`config.mk`:
```
export PLATFORM = sky130hd
export DESIGN_NAME = hdp_frame_timer
export DESIGN_NICKNAME = d
export VERILOG_FILES = /design/src/rtl/hdp_timing_pkg.sv /design/src/rtl/hdp_sat_counter.sv /design/src/rtl/hdp_frame_timer.sv
export SDC_FILE = /design/constraint.sdc
export NUM_CORES = 1
export LEC_CHECK = 0
export BUFFER_PORTS_ARGS = -buffer_cell sky130_fd_sc_hd__buf_2
export CORE_ASPECT_RATIO = 1.5
export CORE_UTILIZATION = 26
export CTS_BUF_LIST = sky130_fd_sc_hd__clkbuf_4 sky130_fd_sc_hd__clkbuf_8
export DETAILED_ROUTE_END_ITERATION = 10
export PLACE_DENSITY_LB_ADDON = 0.3
export SLEW_MARGIN = 25
export SYNTH_ARGS = -nofsm -noshare
export SYNTH_HDL_FRONTEND = slang
export SYNTH_SLANG_ARGS = --single-unit
```
`constraint.sdc`:
```
create_clock -name i_clock -period 2.4 [get_ports i_clock]
set_input_delay 0.24 -clock i_clock [delete_from_list [all_inputs] [get_ports i_clock]]
set_output_delay 0.24 -clock i_clock [all_outputs]
set_load 0.01 [all_outputs]
```
`src/rtl/hdp_timing_pkg.sv`:
```
// Shared types, default panel geometry and frame-length helper for the HDP frame timer.
package hdp_timing_pkg;

    typedef enum logic [1:0] {
        ST_IDLE   = 2'd0,
        ST_ACTIVE = 2'd1,
        ST_PORCH  = 2'd2
    } state_t;

    localparam int DEF_DATA_WIDTH       = 32;
    localparam int DEF_PACKETS_PER_LINE = 40;
    localparam int DEF_LINE_BLANK       = 4;
    localparam int DEF_LINES            = 1280;
    localparam int DEF_BACK_PORCH       = 24;
    localparam int DEF_UPDATE_LEN       = 28;

    function automatic int frame_len(input int lines, input int ppl, input int blank, input int porch);
        return lines * (ppl + blank) + porch;
    endfunction

endpackage

```
`src/rtl/hdp_sat_counter.sv`:
```
// 16-bit event counter that sticks at 0xFFFF; a synchronous clear wins over a same-cycle increment.
module hdp_sat_counter (
    input  logic        i_clock,
    input  logic        i_nReset,
    input  logic        i_clear,
    input  logic        i_inc,
    output logic [15:0] o_count
);

    logic [15:0] r_count;

    always_ff @(posedge i_clock or negedge i_nReset) begin
        if (!i_nReset) begin
            r_count <= '0;
        end else if (i_clear) begin
            r_count <= '0;
        end else if (i_inc && (r_count != 16'hFFFF)) begin
            r_count <= r_count + 16'd1;
        end
    end

    assign o_count = r_count;

endmodule

```
`src/rtl/hdp_frame_timer.sv`:
```
// HDP frame-timing generator: pops a FWFT pixel FIFO in data slots, zero-fills on underflow.
// Optional frame-polarity toggle on o_invert is enabled by defining HDP_FRAME_INVERT_EN.
module hdp_frame_timer
    import hdp_timing_pkg::*;
#(
    parameter int DATA_WIDTH       = DEF_DATA_WIDTH,
    parameter int PACKETS_PER_LINE = DEF_PACKETS_PER_LINE,
    parameter int LINE_BLANK       = DEF_LINE_BLANK,
    parameter int LINES            = DEF_LINES,
    parameter int BACK_PORCH       = DEF_BACK_PORCH,
    parameter int UPDATE_LEN       = DEF_UPDATE_LEN
) (
    input  logic                  i_clock,
    input  logic                  i_nReset,
    input  logic                  i_enable,
    input  logic                  i_clearStats,
    input  logic [DATA_WIDTH-1:0] i_fifoData,
    input  logic                  i_fifoEmpty,
    output logic                  o_fifoRead,
    output logic [DATA_WIDTH-1:0] o_lcdData,
    output logic                  o_valid,
    output logic                  o_update,
    output logic                  o_sync,
    output logic                  o_invert,
    output logic                  o_active,
    output logic [15:0]           o_underflowCount
);

    localparam int PKT_TOTAL = PACKETS_PER_LINE + LINE_BLANK;
    localparam int FRAME_LEN = frame_len(LINES, PACKETS_PER_LINE, LINE_BLANK, BACK_PORCH);
    localparam int PKT_W     = (PKT_TOTAL > 1) ? $clog2(PKT_TOTAL) : 1;
    localparam int LINE_W    = (LINES > 1) ? $clog2(LINES) : 1;
    localparam int PORCH_W   = (BACK_PORCH > 1) ? $clog2(BACK_PORCH) : 1;
    localparam int FRAME_W   = $clog2(FRAME_LEN + 1);

    state_t               r_state;
    logic [PKT_W-1:0]     r_pkt;
    logic [LINE_W-1:0]    r_line;
    logic [PORCH_W-1:0]   r_porch;
    logic [FRAME_W-1:0]   r_frame_cnt;

    logic w_in_frame;
    logic w_slot;
    logic w_read;
    logic w_frame_start;
    logic w_update;

    assign w_in_frame    = (r_state != ST_IDLE);
    assign w_slot        = (r_state == ST_ACTIVE) && (r_pkt < PKT_W'(PACKETS_PER_LINE));
    assign w_read        = w_slot && !i_fifoEmpty;
    assign w_frame_start = w_in_frame && (r_frame_cnt == '0);
    assign w_update      = w_in_frame && (int'(r_frame_cnt) < UPDATE_LEN);

    assign o_fifoRead = w_read;
    assign o_active   = w_in_frame;

    always_ff @(posedge i_clock or negedge i_nReset) begin
        if (!i_nReset) begin
            r_state     <= ST_IDLE;
            r_pkt       <= '0;
            r_line      <= '0;
            r_porch     <= '0;
            r_frame_cnt <= '0;
            o_lcdData   <= '0;
            o_valid     <= 1'b0;
            o_update    <= 1'b0;
            o_sync      <= 1'b0;
        end else begin
            // Outputs reflect the pre-edge counter state, one cycle behind it.
            o_lcdData <= w_read ? i_fifoData : '0;
            o_valid   <= w_slot;
            o_update  <= w_update;
            o_sync    <= w_frame_start;

            case (r_state)
                ST_IDLE: begin
                    if (i_enable) begin
                        r_state     <= ST_ACTIVE;
                        r_pkt       <= '0;
                        r_line      <= '0;
                        r_porch     <= '0;
                        r_frame_cnt <= '0;
                    end
                end
                ST_ACTIVE: begin
                    r_frame_cnt <= r_frame_cnt + 1'b1;
                    if (r_pkt == PKT_W'(PKT_TOTAL - 1)) begin
                        r_pkt <= '0;
                        if (r_line == LINE_W'(LINES - 1)) begin
                            r_line  <= '0;
                            r_porch <= '0;
                            r_state <= ST_PORCH;
                        end else begin
                            r_line <= r_line + 1'b1;
                        end
                    end else begin
                        r_pkt <= r_pkt + 1'b1;
                    end
                end
                ST_PORCH: begin
                    if (r_porch == PORCH_W'(BACK_PORCH - 1)) begin
                        r_porch     <= '0;
                        r_frame_cnt <= '0;
                        r_state     <= i_enable ? ST_ACTIVE : ST_IDLE;
                    end else begin
                        r_porch     <= r_porch + 1'b1;
                        r_frame_cnt <= r_frame_cnt + 1'b1;
                    end
                end
                default: r_state <= ST_IDLE;
            endcase
        end
    end

`ifdef HDP_FRAME_INVERT_EN
    // r_inv_next holds the polarity of the next frame so frame 0 after reset reads 0.
    logic r_inv_next;
    logic r_invert;

    always_ff @(posedge i_clock or negedge i_nReset) begin
        if (!i_nReset) begin
            r_inv_next <= 1'b0;
            r_invert   <= 1'b0;
        end else if (w_frame_start) begin
            r_invert   <= r_inv_next;
            r_inv_next <= ~r_inv_next;
        end
    end

    assign o_invert = r_invert;
`else
    assign o_invert = 1'b0;
`endif

    hdp_sat_counter u_underflow_cnt (
        .i_clock  (i_clock),
        .i_nReset (i_nReset),
        .i_clear  (i_clearStats),
        .i_inc    (w_slot && i_fifoEmpty),
        .o_count  (o_underflowCount)
    );

endmodule

```
==> metrics.log <==
INFO  metric via_count = 3,882
INFO  metric path_common_cell = sky130_fd_sc_hd__inv_1
INFO  metric die_width = 109.6 um
INFO  metric post-synth-top-area-cell = sky130_fd_sc_hd__dfrtp_1
INFO  metric gr-max-usage-layer = met2
INFO  metric post_synth.cell_area_avg = 10.09 sq um
INFO  metric setup_tns_final = 0 ns
INFO  metric power.density_cell_area = 718.8 nW/um^2
INFO  metric routed_wl = 11,170 um
INFO  metric achievable-frequency = 459.5 MHz
INFO  metric timing_worst_setup_path_type = flip-flop to output port
INFO  metric grtUsageMet2 = 24.04%
INFO  metric synth_seq_area_share = 50.39%
INFO  metric finalSetupViolCount = 0
INFO  metric grt_max_degree = 44
INFO  metric synth.ff_latch_count = 91
INFO  metric clock_sink_count = 91
INFO  metric yosysUniqueCellTypes = 60
INFO  metric arrival = 1.94 ns
INFO  metric die_height = 163.5 um
INFO  metric synth_flop_cell = sky130_fd_sc_hd__dfrtp_1
INFO  metric grt_util_met3 = 3.831%
INFO  metric async_flop_share = 100.0%
INFO  metric final.period_utilization = 90.68%
INFO  metric ctsHtreeMaxLevel = 3
INFO  metric max-cap-violations = 0
INFO  metric core_area = 16,910 sq um
INFO  metric number_of_pins_exceeding_their_max_slew_limit_in_the_final_report = 0
INFO  metric most_common_cell_after_layout_fill_and_taps_aside = sky130_fd_sc_hd__dfrtp_1
INFO  metric crit_path_start_kind = flip-flop
INFO  metric worstPathCellList = inv_1, ha_2, inv_1, nor3_2, buf_12, buf_2
INFO  metric drtAntennaViolNets = 0
INFO  metric postSynthCellCount = 448
INFO  metric crit_path_max_fanout = 33
INFO  metric post_cts_buffers = 0
INFO  metric critical-path-max-stage-delay = 0.42 ns
INFO  metric syn_to_final_growth = 19.91%
INFO  metric slew_headroom = 56.49%
INFO  metric hp-class = input pin to flip-flop
INFO  metric synth_area_leaders = sky130_fd_sc_hd__dfrtp_1 50%, sky130_fd_sc_hd__and2_1 4.7%, sky130_fd_sc_hd__a21oi_1 3.1%, sky130_fd_sc_hd__ha_1 2.8%, sky130_fd_sc_hd__nand3_1 2.5%
INFO  metric synthesis.yosys.warnings = 0
INFO  metric layoutNonFillerInstCount = 757
INFO  metric die_area = 17,920 sq um
INFO  metric grt_setup_unrepaired = no
INFO  metric finalClockSkew = 0.006749 ns
INFO  metric syn-cell-area = 4519 sq um
INFO  metric port_buffers = 89
INFO  metric global_route.usage.total = 13.26%
INFO  metric max_slew.worst_pin.slew = 0.6526 ns
INFO  metric initial_antenna_violation_count = 0
INFO  metric syn_nets = 495
INFO  metric cp_data_required_time = 2.16 ns
INFO  metric end_kind = output port
INFO  metric timing.hold.ws = 0.05843 ns
INFO  metric synth_top_area_share = 50.39%
INFO  metric drt_initial_violations = 250
INFO  metric routed_via_density = 5.128
INFO  metric insertion_delay = 0.37 ns
INFO  metric detail_routed_net_length_per_standard_cell = 14.76 um
INFO  metric ir_drop = 0.0002857 V
INFO  metric cts.clk_slew.worst_paths = 0.10 ns
INFO  metric max-clock-path-buffers = 2
INFO  metric run_status = finished, final reports clean
INFO  metric antenna-diode-count = 0
INFO  metric finalWeightedCongestion = 0.8149
INFO  metric finish.net_count = 589
INFO  metric drt-pass1-iter-count = 4
INFO  metric dpl_worst_slack = 0.2704 ns
INFO  metric num_rows = 58
INFO  metric synth-edff-count = 0
INFO  metric worst_slack = 0.2237 ns
INFO  metric use_met1 = 14.17%
INFO  metric first_global_vias = 3,862
INFO  metric numCtsBuffers = 9
INFO  metric grt_overflow = 0
INFO  metric dpl.hpwl = 8138 um
INFO  metric final_cell_mix = 91 x sky130_fd_sc_hd__dfrtp_1, 88 x sky130_fd_sc_hd__buf_2, 34 x sky130_fd_sc_hd__and2_1
INFO  metric drive_gt1_share = 23.58%
INFO  metric clockRootBuffer = sky130_fd_sc_hd__clkbuf_8
INFO  metric cell_with_the_largest_stage_delay_on_the_worst_path = sky130_fd_sc_hd__dfrtp_1
INFO  metric start_util = 26.73%
INFO  metric route.detailed.drc = 0
INFO  metric tritoncts = yes
INFO  metric dpl.cell_count = 740
INFO  metric grt_pass1_wl = 18,470 um
INFO  metric num_io_pins = 91
INFO  metric period_needed = 2.176 ns
INFO  metric leakage_dissipation = 2.477 nW
INFO  metric fillerInstances = 1,740
INFO  metric finalHoldViolations = 0
## cell usage after synthesis (5+ instances only)
| library cell | n |
|---|---|
| sky130_fd_sc_hd__dfrtp_1 | 91 |
| sky130_fd_sc_hd__and2_1 | 34 |
| sky130_fd_sc_hd__a21oi_1 | 28 |
| sky130_fd_sc_hd__nand3_1 | 23 |
| sky130_fd_sc_hd__o21ai_0 | 23 |
| sky130_fd_sc_hd__inv_1 | 22 |
| sky130_fd_sc_hd__nand2_1 | 22 |
| sky130_fd_sc_hd__nor2_1 | 21 |
| sky130_fd_sc_hd__nand4_1 | 15 |
| sky130_fd_sc_hd__o31ai_1 | 15 |
| sky130_fd_sc_hd__clkbuf_1 | 12 |
| sky130_fd_sc_hd__nor2b_1 | 11 |
| sky130_fd_sc_hd__nor4_1 | 11 |
| sky130_fd_sc_hd__or4_1 | 11 |
| sky130_fd_sc_hd__ha_1 | 10 |
| sky130_fd_sc_hd__nor3_1 | 8 |
| sky130_fd_sc_hd__nand2b_1 | 6 |
| sky130_fd_sc_hd__and3_1 | 5 |
| sky130_fd_sc_hd__and4_1 | 5 |
| sky130_fd_sc_hd__mux2i_1 | 5 |
## kinds of logic (layout without fill, tap and decap cells)
group	Yosys count	count (layout)	share of synthesized area (%)
AO/OA/AOI/OAI	99	99	14.31
AND/OR/NAND/NOR	192	192	25.19
flip-flops	91	91	50.39
XOR/XNOR	6	6	1.163
adder cells (fa/ha/maj)	10	10	2.769
other	1	1	0.08298
multiplexers	9	9	2.104
buffers and inverters	40	139	3.987
## metrics by stage
stage               utilization (%)  power, mW  area [sq um]
global placement              30.95      2.961          5233
CTS                           32.03      3.955          5416
floorplan                         -      2.513          4519
detailed placement            30.95      2.975          5233
finish                        32.05      3.895          5419
global route                  32.05      4.162          5419
## cell type report
| class | instances | area (sq um) | area share (%) |
|---|---|---|---|
| multi-input combinational | 317 | 2069 | 38.19 |
| inverter | 22 | 82.58 | 1.524 |
| timing repair buffer | 101 | 553.0 | 10.21 |
| sequential | 91 | 2277 | 42.02 |
| tap | 210 | 262.8 | 4.849 |
| clock inverter | 6 | 42.54 | 0.7850 |
| clock buffer | 10 | 131.4 | 2.424 |
## path summary, 6_finish.rpt
path	cells past startpoint	endpoint	startpoint	slack [ns]
max in group asynchronous	3	u_underflow_cnt.o_count[2]$_DFFE_PN0P_	i_nReset	1.31
worst min register to register	1	r_line[4]$_DFFE_PN0P_	r_line[4]$_DFFE_PN0P_	0.53
worst max register to register	6	r_frame_cnt[7]$_DFFE_PN0P_	r_state[0]$_DFFE_PN0P_	0.26
min in group asynchronous	2	r_line[8]$_DFFE_PN0P_	i_nReset	0.40
worst min-delay path	2	o_lcdData[19]$_DFF_PN0_	i_fifoData[19]	0.06
worst max-delay path	6	o_fifoRead	r_state[1]$_DFFE_PN0P_	0.22
## worst max-delay path: cells and delay by family, from the launching register on
family / cells / cell delay [ns]
buf+inv: 4 / 0.56
simple gates: 1 / 0.26
fa+ha+maj: 1 / 0.30
flops: 1 / 0.42
## repair_timing
| action | in CTS | in global routing |
|---|---|---|
| hold buffers | 1 | 0 |
| setup endpoints to repair | 0 | 1 |
| hold endpoints to repair | 40 | 0 |
| gates resized for setup | 0 | 1 |
## power by group
part / switching (mW) / leakage (nW) / internal [mW]
sequential: 0.0993 / 1.24 / 1.69
clock: 0.573 / 0.0857 / 0.388
combinational: 0.700 / 1.15 / 0.445
total: 1.37 / 2.48 / 2.52
## routing by layer
layer,share of wire [%],up-vias
li1,-,1828
met1,39,1915
met4,2.1,0
met3,5.5,18
met2,53,121
met5,0,-
## flip-flops by register name (all words and copies together) (netlist names)
name / cells
r_state: 2
o_sync: 1
u_underflow_cnt.o_count: 16
o_update: 1
o_valid: 1
o_lcdData: 32
r_frame_cnt: 16
r_line: 11
r_pkt: 6
r_porch: 5
Power figures use the tool's default switching activity.
